**config.mk**
```make
export PLATFORM = sky130hd
export DESIGN_NAME = if_prefetch_unit
export DESIGN_NICKNAME = d
export VERILOG_FILES = /design/src/rtl/if_prefetch_unit.sv
export SDC_FILE = /design/constraint.sdc
export NUM_CORES = 1
export LEC_CHECK = 0
export ABC_CLOCK_PERIOD_IN_PS = 10300
export CAP_MARGIN = 20
export CORE_ASPECT_RATIO = 1.25
export CORE_UTILIZATION = 45
export DETAILED_ROUTE_END_ITERATION = 16
export PLACE_DENSITY_LB_ADDON = 0.05
export SKIP_LAST_GASP = 1
export SYNTH_ARGS = -nofsm -noshare
export SYNTH_HDL_FRONTEND = slang
export SYNTH_SLANG_ARGS = --single-unit
```
**constraint.sdc**
```tcl
create_clock -name clk -period 10.3 [get_ports clk]
set_clock_uncertainty 0.2 [all_clocks]
set_input_delay 1.03 -clock clk [delete_from_list [all_inputs] [get_ports clk]]
set_output_delay 1.03 -clock clk [all_outputs]
set_load 0.02 [all_outputs]
```
**src/rtl/if_prefetch_unit.sv**
```systemverilog
// Instruction fetch stage: owns the fetch PC, issues single-outstanding word
// requests and buffers returned instructions in a small prefetch queue.
module if_prefetch_unit #(
    parameter int          DEPTH    = 4,
    parameter logic [31:0] RESET_PC = 32'h0000_0000
) (
    input  logic                       clk,
    input  logic                       reset,
    output logic                       imem_req,
    output logic [31:0]                imem_addr,
    input  logic                       imem_ack,
    input  logic [31:0]                imem_rdata,
    input  logic                       stall,
    input  logic                       redirect,
    input  logic [31:0]                redirect_pc,
    output logic                       instr_valid,
    output logic [31:0]                instr,
    output logic [31:0]                instr_pc,
    output logic [31:0]                instr_pc_p4,
    output logic [$clog2(DEPTH+1)-1:0] q_count
);

    localparam int AW = $clog2(DEPTH);
    localparam int CW = $clog2(DEPTH + 1);

    typedef enum logic {
        IDLE,
        WAIT
    } state_t;

    state_t state, state_n;

    logic [31:0]   fetch_pc, fetch_pc_n;
    logic [31:0]   addr_q, addr_n;
    logic          drop, drop_n;
    logic [31:0]   q_instr [DEPTH];
    logic [31:0]   q_pc    [DEPTH];
    logic [AW-1:0] head, tail;
    logic [CW-1:0] count;

    logic          acked;
    logic          push;
    logic          pop;
    logic          issue;
    logic          can_issue;
    logic [CW-1:0] occ_next;
    logic [31:0]   base_pc;

    assign acked = (state == WAIT) && imem_ack;
    assign push  = acked && !drop && !redirect;
    assign pop   = instr_valid && !stall && !redirect;

    // Occupancy after this edge; a new request needs one more free slot.
    assign occ_next  = redirect ? '0 : count + CW'(push) - CW'(pop);
    assign can_issue = occ_next < CW'(DEPTH);
    assign base_pc   = redirect ? {redirect_pc[31:2], 2'b00} : fetch_pc;

    always_comb begin
        state_n    = state;
        fetch_pc_n = base_pc;
        addr_n     = addr_q;
        drop_n     = drop;
        issue      = 1'b0;
        case (state)
            IDLE: begin
                issue = can_issue;
            end
            WAIT: begin
                if (imem_ack) begin
                    issue  = can_issue;
                    drop_n = 1'b0;
                end else if (redirect) begin
                    drop_n = 1'b1;
                end
            end
            default: begin
                state_n = IDLE;
            end
        endcase
        if (issue) begin
            state_n    = WAIT;
            addr_n     = base_pc;
            fetch_pc_n = base_pc + 32'd4;
        end else if (acked) begin
            state_n = IDLE;
        end
    end

    always_ff @(posedge clk or posedge reset) begin
        if (reset) begin
            state    <= IDLE;
            fetch_pc <= RESET_PC;
            addr_q   <= '0;
            drop     <= 1'b0;
        end else begin
            state    <= state_n;
            fetch_pc <= fetch_pc_n;
            addr_q   <= addr_n;
            drop     <= drop_n;
        end
    end

    always_ff @(posedge clk or posedge reset) begin
        if (reset) begin
            head  <= '0;
            tail  <= '0;
            count <= '0;
        end else if (redirect) begin
            head  <= '0;
            tail  <= '0;
            count <= '0;
        end else begin
            if (push) begin
                tail <= tail + AW'(1);
            end
            if (pop) begin
                head <= head + AW'(1);
            end
            count <= occ_next;
        end
    end

    always_ff @(posedge clk) begin
        if (push) begin
            q_instr[tail] <= imem_rdata;
            q_pc[tail]    <= addr_q;
        end
    end

    assign imem_req    = (state == WAIT);
    assign imem_addr   = addr_q;
    assign q_count     = count;
    assign instr_valid = (count != '0);
    assign instr       = instr_valid ? q_instr[head] : 32'h0;
    assign instr_pc    = instr_valid ? q_pc[head] : 32'h0;
    assign instr_pc_p4 = instr_valid ? q_pc[head] + 32'd4 : 32'h0;

endmodule
```
==> results of run 1 <==
## flip-flops by register name, summed over array words and instances, names as in the netlist
name	flops
q_count	3
imem_addr	32
tail	2
drop	1
q_instr	128
fetch_pc	32
q_pc	128
head	2
imem_req	1
## final cells by class
type / instances / share of cell area
Clock buffer: 41 / 0.0538
Inverter: 11 / 0.00236
Clock inverter: 19 / 0.0109
Sequential cell: 329 / 0.544
Timing Repair Buffer: 209 / 0.118
Multi-Input combinational cell: 464 / 0.242
Tap cell: 401 / 0.0287
## power groups by stage
stage | Combinational, µW | Sequential, µW | Clock [µW]
final | 1740 | 1810 | 1240
after global routing | 1860 | 1840 | 1310
after CTS | 1770 | 1810 | 1270
after detailed placement | 1760 | 1840 | 0
after global placement | 1760 | 1830 | 0
after floorplan | 970 | 1850 | 0
## through the flow
stage          power (µW)  worst slack, ns  std cells  hold slack (ns)  area, µm²
2_1_floorplan        2820             5.03        848            0.272      14000
3_3_place_gp         3590             4.64       1414            0.300      16400
3_5_place_dp         3600             4.63       1414            0.308      16400
4_1_cts              4860             4.08       1474            0.322      17500
5_1_grt              5010             3.89       1474            0.345      17500
6_report             4790             4.27       1474            0.317      17500
## worst paths after layout
kind / endpoint / slack [ns] / cells past startpoint
min: fetch_pc[0] / 0.32 / 1
min reg2reg: fetch_pc[0] / 0.32 / 1
max reg2reg: fetch_pc[31] / 5.96 / 16
max: instr_pc_p4[27] / 4.27 / 8
max in group asynchronous: head[0] / 8.23 / 3
min in group asynchronous: fetch_pc[25] / 0.92 / 3
## critical path, cell delays in order (launching register included)
cell	delay (ns)
dfrtp_4	0.60
buf_4	0.80
mux4_1	0.62
nand4_4	0.16
nor4_4	0.70
nand4_2	0.21
or3_1	0.34
a21oi_1	0.18
clkdlybuf4s50_1	0.63
## cells in the final DEF (no fill, tap or decap), types with 4 or more instances in the layout
master           instances
clkinv_2                 4
mux2i_1                 29
nor2_1                  44
and2_1                  64
clkinv_1                 8
clkdlybuf4s50_1        198
mux2_2                   6
mux4_1                  23
and3_1                   4
a21oi_1                 10
and2_4                   4
nand3b_1                 7
nand2_1                 49
buf_4                   10
edfxtp_1               256
inv_1                    9
clkbuf_1                 4
ha_1                     8
bufinv_16                4
nor3_1                   8
clkbuf_16               37
nand3_1                 22
mux4_2                  41
nand4_1                  9
dfrtp_1                 71
xor2_1                  36
o21ai_0                 32
xnor2_1                 24
nor2b_1                  8
## metal layers
layer  track usage  up-vias  part of all wire
li1              -     3621                 -
met1         0.254     3816              0.45
met2         0.326      171              0.50
met3        0.0272       35             0.038
met4        0.0451        0             0.017
met5             0        -                 0
## kinds of logic after synthesis
group	count (synthesis)	synth area share
multiplexers	99	0.135
flip-flops	329	0.679
AO/OA/AOI/OAI	50	0.0199
AND/OR/NAND/NOR	245	0.0974
buffers and inverters	55	0.0212
adder cells (fa/ha/maj)	9	0.00857
XOR/XNOR	61	0.0391
==> flow_metrics.py, run 1 <==
metrics = {
    "synth": {
        "netlist-cell-type-count": 53,
        "async_reset_ff_frac": 0.222,
        "synth_ff_type": "edfxtp_1",
        "ys_warn_count": 0,
        "synthesis.nets": 926,
        "seq_area_frac_synth": 0.679,
        "syn-cell-area_um2": 14000,
        "yosysMostFrequentCell": "edfxtp_1",
        "synth-seq-cells": 329,
        "yosys-top-cells-area": "edfxtp_1 55%, dfrtp_1 13%, mux4_2 6.6%, mux4_1 4.3%, and2_1 3.0%",
        "synth_area_leader_cell": "edfxtp_1",
        "netlist.area_leader.share": 0.549,
        "synth-edff-count": 256,
        "syn_avg_cell_area_um2": 16.5,
        "syn_inst": 848,
        "ys_top_cells_by_count": "256 x edfxtp_1, 73 x dfrtp_1, 68 x and2_1, 49 x nand2_1, 44 x nor2_1",
    },
    "die": {
        "dieArea_um2": 31800,
        "placementRows": 71,
        "die_w_um": 160,
        "initial_core_util": 0.461,
        "die-height_um": 199,
        "pin_count": 202,
        "core_area_um2": 30400,
    },
    "power_and_ir_drop": {
        "sw_frac_of_total": 0.332,
        "pwr-share-clk": 0.259,
        "p_switching_uw": 1590,
        "pwr-share-seq": 0.379,
        "intPower_uw": 3200,
        "combPwrFrac": 0.362,
        "leakagePower_uw": 0.00600,
        "p_per_area_nw_per_um2": 274,
        "vdd_ir_drop_max_mv": 0.162,
    },
    "global_route": {
        "antenna_found_initial": 0,
        "grt_pass1_wl_um": 46100,
        "grt_max_degree": 74,
        "grt_usage": 0.189,
        "overflow": 0,
        "grt_pass1_vias": 8044,
    },
    "drt": {
        "routed_wl_um": 29500,
        "routedWlPerCell_um": 20.0,
        "first_iter_violations": 300,
        "num_vias": 7643,
        "drc_errors": 0,
        "ant_nets": 0,
        "first_pass_iters": 4,
        "vias_per_cell": 5.19,
    },
    "cts": {
        "ctsResizeCount": 0,
        "cts_sinks": 329,
        "hold_buffers": 0,
        "cts_tree": "built",
        "cts_buffers": 34,
        "clkTransAtPathRegs_ns": 0.06,
        "cts_setup_buffers": 0,
        "clock_path_buffers": 3,
        "cts_root_buf": "clkbuf_16",
        "clkLatencyLatePin_ns": 0.51,
        "htreeDepth": 2,
    },
    "cells_and_area": {
        "fin_util": 0.576,
        "regArea_um2": 9520,
        "drive_gt1_frac": 0.119,
        "antenna_cells": 0,
        "multi_input_area_um2": 4230,
        "synthToLayoutAreaGrowth_pct": 24.8,
        "fin_nets": 1127,
        "nFillCells": 2459,
    },
    "min_path": {
        "hold_start": "fetch_pc[0]",
        "hp-class": "reg -> reg",
    },
    "worst_setup_path": {
        "end_kind": "output pin",
        "worstPathArrival_ns": 4.80,
        "r2r-start": "q_count[1]",
        "criticalPathCategory": "reg -> out",
        "worst_setup_path_start_kind": "flop",
        "path_max_fanout": 52,
        "critPathRequiredTime_ns": 9.07,
        "setup.worst_path.start": "head[0]",
    },
    "status": {
        "outcome": "finished clean",
    },
    "sta": {
        "fmax_ghz": 0.166,
        "tightest_slew_ns": 1.06,
        "slew_headroom": 0.293,
        "rsz0062_at_grt": "no",
        "post-route-min-period_ns": 6.03,
        "setup-tns-final_ns": 0,
        "hold_viol": 0,
        "finalSetupViolCount": 0,
        "post-route-period-util": 0.585,
        "slew_violations": 0,
    },
    "placed_design": {
        "portBuffers": 199,
        "hpwlAfterDp_um": 18000,
        "gp_congestion": 0.809,
    },
    "job": {
        "cap_violations": 0,
    },
}
(Power assumes the default switching activity.)
==> inputs of run 2 (changes only) <==
--- a/config.mk
+++ b/config.mk
@@ -5,7 +5,7 @@
 export SDC_FILE = /design/constraint.sdc
 export NUM_CORES = 1
 export LEC_CHECK = 0
-export ABC_CLOCK_PERIOD_IN_PS = 10300
+export ABC_CLOCK_PERIOD_IN_PS = 6000
 export CAP_MARGIN = 20
 export CORE_ASPECT_RATIO = 1.25
 export CORE_UTILIZATION = 45
==> constraint.sdc (replaced) <==
create_clock -name clk -period 6 [get_ports clk]
set_clock_uncertainty 0.2 [all_clocks]
set_input_delay 0.6 -clock clk [delete_from_list [all_inputs] [get_ports clk]]
set_output_delay 0.6 -clock clk [all_outputs]
set_load 0.02 [all_outputs]
==> flow_metrics.py, run 2 (same netlist as run 1, synthesis figures left out) <==
metrics = {
    "global_route": {
        "grt_pass1_vias": 7919,
        "grt_pass1_wl_um": 45500,
        "grt_usage": 0.187,
        "antenna_found_initial": 0,
        "grt_max_degree": 66,
        "overflow": 0,
    },
    "power_and_ir_drop": {
        "vdd_ir_drop_max_mv": 0.234,
        "leakagePower_uw": 0.00597,
        "p_per_area_nw_per_um2": 466,
        "power_uw": 8120,
    },
    "cts": {
        "cts_setup_buffers": 0,
        "htreeDepth": 2,
        "clkLatencyLatePin_ns": 0.50,
        "clock_path_buffers": 3,
        "clkTransAtPathRegs_ns": 0.06,
        "cts_tree": "built",
        "cts_sinks": 329,
        "cts_root_buf": "clkbuf_16",
        "hold_buffers": 0,
        "ctsResizeCount": 0,
        "cts_buffers": 34,
    },
    "sta": {
        "post-route-min-period_ns": 4.90,
        "setup-tns-final_ns": 0,
        "hold_viol": 0,
        "slew_violations": 0,
        "post-route-period-util": 0.817,
        "tightest_slew_ns": 1.05,
        "slew_headroom": 0.299,
        "rsz0062_at_grt": "no",
        "finalSetupViolCount": 0,
        "fmax_ghz": 0.204,
    },
    "die": {
        "die_w_um": 160,
        "die-height_um": 199,
        "dieArea_um2": 31800,
        "initial_core_util": 0.461,
        "pin_count": 202,
        "core_area_um2": 30400,
        "placementRows": 71,
    },
    "placed_design": {
        "gp_congestion": 0.758,
        "portBuffers": 199,
        "hpwlAfterDp_um": 18900,
    },
    "drt": {
        "first_pass_iters": 5,
        "first_iter_violations": 385,
        "vias_per_cell": 5.26,
        "drc_errors": 0,
        "routedWlPerCell_um": 19.9,
        "routed_wl_um": 29400,
        "num_vias": 7752,
        "ant_nets": 0,
    },
    "status": {
        "outcome": "finished clean",
    },
    "worst_setup_path": {
        "critPathRequiredTime_ns": 5.20,
        "end_kind": "output pin",
        "path_max_fanout": 31,
        "criticalPathCategory": "reg -> out",
        "worstPathArrival_ns": 4.10,
        "r2r-start": "q_count[1]",
        "r2r_cells": 15,
        "worst_setup_path_start_kind": "flop",
        "r2r_end": "fetch_pc[31]",
        "r2r_setup_slack_ns": 2.01,
    },
    "cells_and_area": {
        "layout_commonest_cell": "edfxtp_1",
        "fin_nets": 1128,
        "drive_gt1_frac": 0.116,
        "most-common-layout-cells": "256 x edfxtp_1, 198 x clkdlybuf4s50_1, 71 x dfrtp_1, 64 x and2_1, 49 x nand2_1",
        "antenna_cells": 0,
        "biggestRegsByFlops": "q_instr x128, q_pc x128",
        "synthToLayoutAreaGrowth_pct": 24.4,
    },
    "min_path": {
        "hp-class": "in -> async",
    },
    "job": {
        "cap_violations": 0,
    },
}
-- run 2: area by class of cell --
class                           instances  area [µm²]
Multi-Input combinational cell        464        4230
Clock inverter                          9        71.3
Tap cell                              401         502
Inverter                               11        41.3
Sequential cell                       329        9520
Timing Repair Buffer                  210        2070
Clock buffer                           51         998
Fill cell                            2457       12900
-- run 2: worst max path at each step --
stage | startpoint | endpoint | slack [ns] | depth (start not counted)
after global routing | head[0] | instr_pc_p4[31] | 0.87 | 8
after CTS | head[0] | instr_pc_p4[27] | 1.0 | 7
after global placement | imem_ack | fetch_pc[31] | 1.53 | 16
final | head[0] | instr_pc_p4[27] | 1.10 | 7
after detailed placement | imem_ack | fetch_pc[31] | 1.47 | 16
after floorplan | redirect | fetch_pc[31] | 1.16 | 17
-- run 2: routing by layer --
metal  GRT usage  share of wire  wire, µm
met5           0              0         0
met2       0.322           0.50     14600
met3      0.0272          0.037      1100
met4      0.0529          0.020       579
met1       0.249           0.45     13100
-- run 2: critical path, cell delays in order, from the launching register on --
cell	delay, ns
dfrtp_4	0.81
mux4_1	0.57
nand4_4	0.16
nor4_4	0.71
nand4_2	0.21
or3_1	0.34
a21oi_1	0.16
clkdlybuf4s50_1	0.63
-- run 2: report_power, final --
group | switching (µW) | leakage [µW] | internal, µW
combinational | 1580 | 0.00223 | 1370
sequential | 299 | 0.00322 | 2850
clock | 828 | 0.000517 | 1190
total | 2710 | 0.00597 | 5410
-- run 2: per-stage QoR --
step / utilization / std cells / setup WS [ns] / instance area, µm² / hold WS, ns
6_report: 0.574 / 1475 / 1.10 / 17400 / 0.180
4_1_cts: 0.574 / 1475 / 0.996 / 17400 / 0.188
5_1_grt: 0.574 / 1475 / 0.865 / 17400 / 0.221
3_5_place_dp: 0.539 / 1415 / 1.47 / 16400 / 0.311
2_1_floorplan: - / 848 / 1.16 / 14000 / 0.272
3_3_place_gp: 0.539 / 1415 / 1.53 / 16400 / 0.306
==> inputs of run 3 (changes only) <==
--- a/config.mk
+++ b/config.mk
@@ -5,7 +5,7 @@
 export SDC_FILE = /design/constraint.sdc
 export NUM_CORES = 1
 export LEC_CHECK = 0
-export ABC_CLOCK_PERIOD_IN_PS = 6000
+export ABC_CLOCK_PERIOD_IN_PS = 5000
 export CAP_MARGIN = 20
 export CORE_ASPECT_RATIO = 1.25
 export CORE_UTILIZATION = 45
==> constraint.sdc (replaced) <==
create_clock -name clk -period 5 [get_ports clk]
set_clock_uncertainty 0.2 [all_clocks]
set_input_delay 0.5 -clock clk [delete_from_list [all_inputs] [get_ports clk]]
set_output_delay 0.5 -clock clk [all_outputs]
set_load 0.02 [all_outputs]
==> flow_metrics.py, run 3 (same netlist as run 1, synthesis figures left out) <==
metrics = {
    "status": {
        "outcome": "finished clean",
    },
    "worst_setup_path": {
        "r2r-start": "drop",
        "setup.worst_path.start": "head[0]",
        "critPathRequiredTime_ns": 4.30,
        "max_stage_delay_ns": 0.81,
        "end_kind": "output pin",
        "worst_setup_path_start_kind": "flop",
        "path_max_fanout": 31,
        "worstPathArrival_ns": 3.96,
        "crit_path_frequent_cell": "and4_1",
        "crit_slowest_cell": "dfrtp_4",
        "criticalPathCategory": "reg -> out",
        "cp_cell_sequence": "mux4_1 > ha_1 > and4_1 > and4_1 > nor2b_1 > xnor2_1 > nor2_1 > clkdlybuf4s50_1",
    },
    "job": {
        "cap_violations": 0,
    },
    "cts": {
        "cts_tree": "built",
        "clkLatencyLatePin_ns": 0.50,
        "clkTransAtPathRegs_ns": 0.06,
        "clock_path_buffers": 3,
        "cts_sinks": 329,
        "cts_root_buf": "clkbuf_16",
        "hold_buffers": 0,
        "ctsResizeCount": 0,
        "cts_buffers": 35,
        "cts_setup_buffers": 0,
        "htreeDepth": 2,
    },
    "sta": {
        "finalSetupViolCount": 0,
        "fmax_ghz": 0.214,
        "slew_violations": 0,
        "hold_viol": 0,
        "rsz0062_at_grt": "no",
        "tightest_slew_ns": 1.04,
        "slew_headroom": 0.304,
        "post-route-min-period_ns": 4.66,
        "post-route-period-util": 0.933,
        "setup-tns-final_ns": 0,
    },
    "cells_and_area": {
        "synthToLayoutAreaGrowth_pct": 24.8,
        "drive_gt1_frac": 0.126,
        "nFillCells": 2502,
        "biggestRegsByFlops": "q_instr x128, q_pc x128",
        "layout_commonest_cell": "edfxtp_1",
        "fin_nets": 1135,
        "most-common-layout-cells": "256 x edfxtp_1, 198 x clkdlybuf4s50_1, 71 x dfrtp_1, 64 x and2_1, 49 x nand2_1",
        "antenna_cells": 0,
    },
    "global_route": {
        "antenna_found_initial": 0,
        "use_met2": 0.324,
        "met1_usage": 0.260,
        "grt.busiest_layer": "met2",
        "grt_usage": 0.191,
        "met3_usage": 0.0274,
        "grt_pass1_vias": 8023,
        "overflow": 0,
        "grt_max_degree": 66,
        "grt_pass1_wl_um": 46200,
    },
    "drt": {
        "vias_per_cell": 5.25,
        "ant_nets": 0,
        "first_pass_iters": 4,
        "routedWlPerCell_um": 19.9,
        "drc_errors": 0,
        "num_vias": 7790,
        "routed_wl_um": 29600,
        "first_iter_violations": 366,
    },
    "die": {
        "placementRows": 71,
        "die-height_um": 199,
        "die_w_um": 160,
        "core_area_um2": 30400,
        "initial_core_util": 0.461,
        "dieArea_um2": 31800,
        "pin_count": 202,
    },
    "placed_design": {
        "gp_congestion": 0.802,
        "hpwlAfterDp_um": 19000,
        "portBuffers": 199,
    },
    "power_and_ir_drop": {
        "leakagePower_uw": 0.00601,
        "vdd_ir_drop_max_mv": 0.336,
        "p_switching_uw": 3270,
        "combPwrFrac": 0.366,
        "sw_frac_of_total": 0.336,
        "pwr-share-seq": 0.386,
        "pwr-share-clk": 0.248,
        "p_per_area_nw_per_um2": 557,
        "power_uw": 9750,
        "intPower_uw": 6480,
    },
    "min_path": {
        "hold_start": "redirect",
        "hp-class": "in -> reg",
    },
}
## run 3: final cells by class
cell class	count	area [µm²]	share of cell area
Multi-Input combinational cell	464	4230	0.242
Clock inverter	21	128	0.00730
Sequential cell	329	9520	0.544
Tap cell	401	502	0.0287
Timing Repair Buffer	216	2110	0.121
Inverter	11	41.3	0.00236
Clock buffer	42	955	0.0546
## run 3: final timing paths
path,endpoint,slack [ns],depth (start not counted)
min in group asynchronous,fetch_pc[20],0.29,2
worst min register to register,fetch_pc[0],0.33,1
worst min-delay path,head[0],0.06,2
worst max register to register,fetch_pc[31],1.21,15
max in group asynchronous,imem_addr[22],3.53,3
worst max-delay path,instr_pc_p4[20],0.34,8
## run 3: power groups by stage
stage	Sequential [µW]	Combinational (µW)	Clock [µW]
global placement	3820	3620	0
global route	3830	3820	2590
CTS	3780	3630	2480
finish	3770	3560	2420
detailed placement	3830	3620	0
floorplan	3810	2000	0
## run 3: routing by layer
layer  vias up  part of all wire
met3        37             0.046
li1       3635                 -
met1      3928              0.44
met4         0             0.017
met2       190              0.50
met5         -                 0
## run 3: stage by stage
step / cells / hold WS, ns / setup WS, ns / util / area (µm²)
4_1_cts: 1484 / 0.0408 / 0.274 / 0.576 / 17500
3_5_place_dp: 1421 / 0.308 / 0.572 / 0.540 / 16400
6_report: 1484 / 0.0627 / 0.337 / 0.576 / 17500
2_1_floorplan: 848 / 0.272 / 0.263 / - / 14000
3_3_place_gp: 1421 / 0.300 / 0.627 / 0.540 / 16400
5_1_grt: 1484 / 0.0558 / 0.145 / 0.576 / 17500
## run 3: worst max-delay path: cells and delay by family (launching register included)
| family | cells | cell delay [ns] |
|---|---|---|
| XOR/XNOR | 1 | 0.12 |
| adder cells (fa/ha/maj) | 1 | 0.28 |
| buffers and inverters | 1 | 0.61 |
| flip-flops | 1 | 0.81 |
| multiplexers | 1 | 0.75 |
| AND/OR/NAND/NOR | 4 | 0.86 |
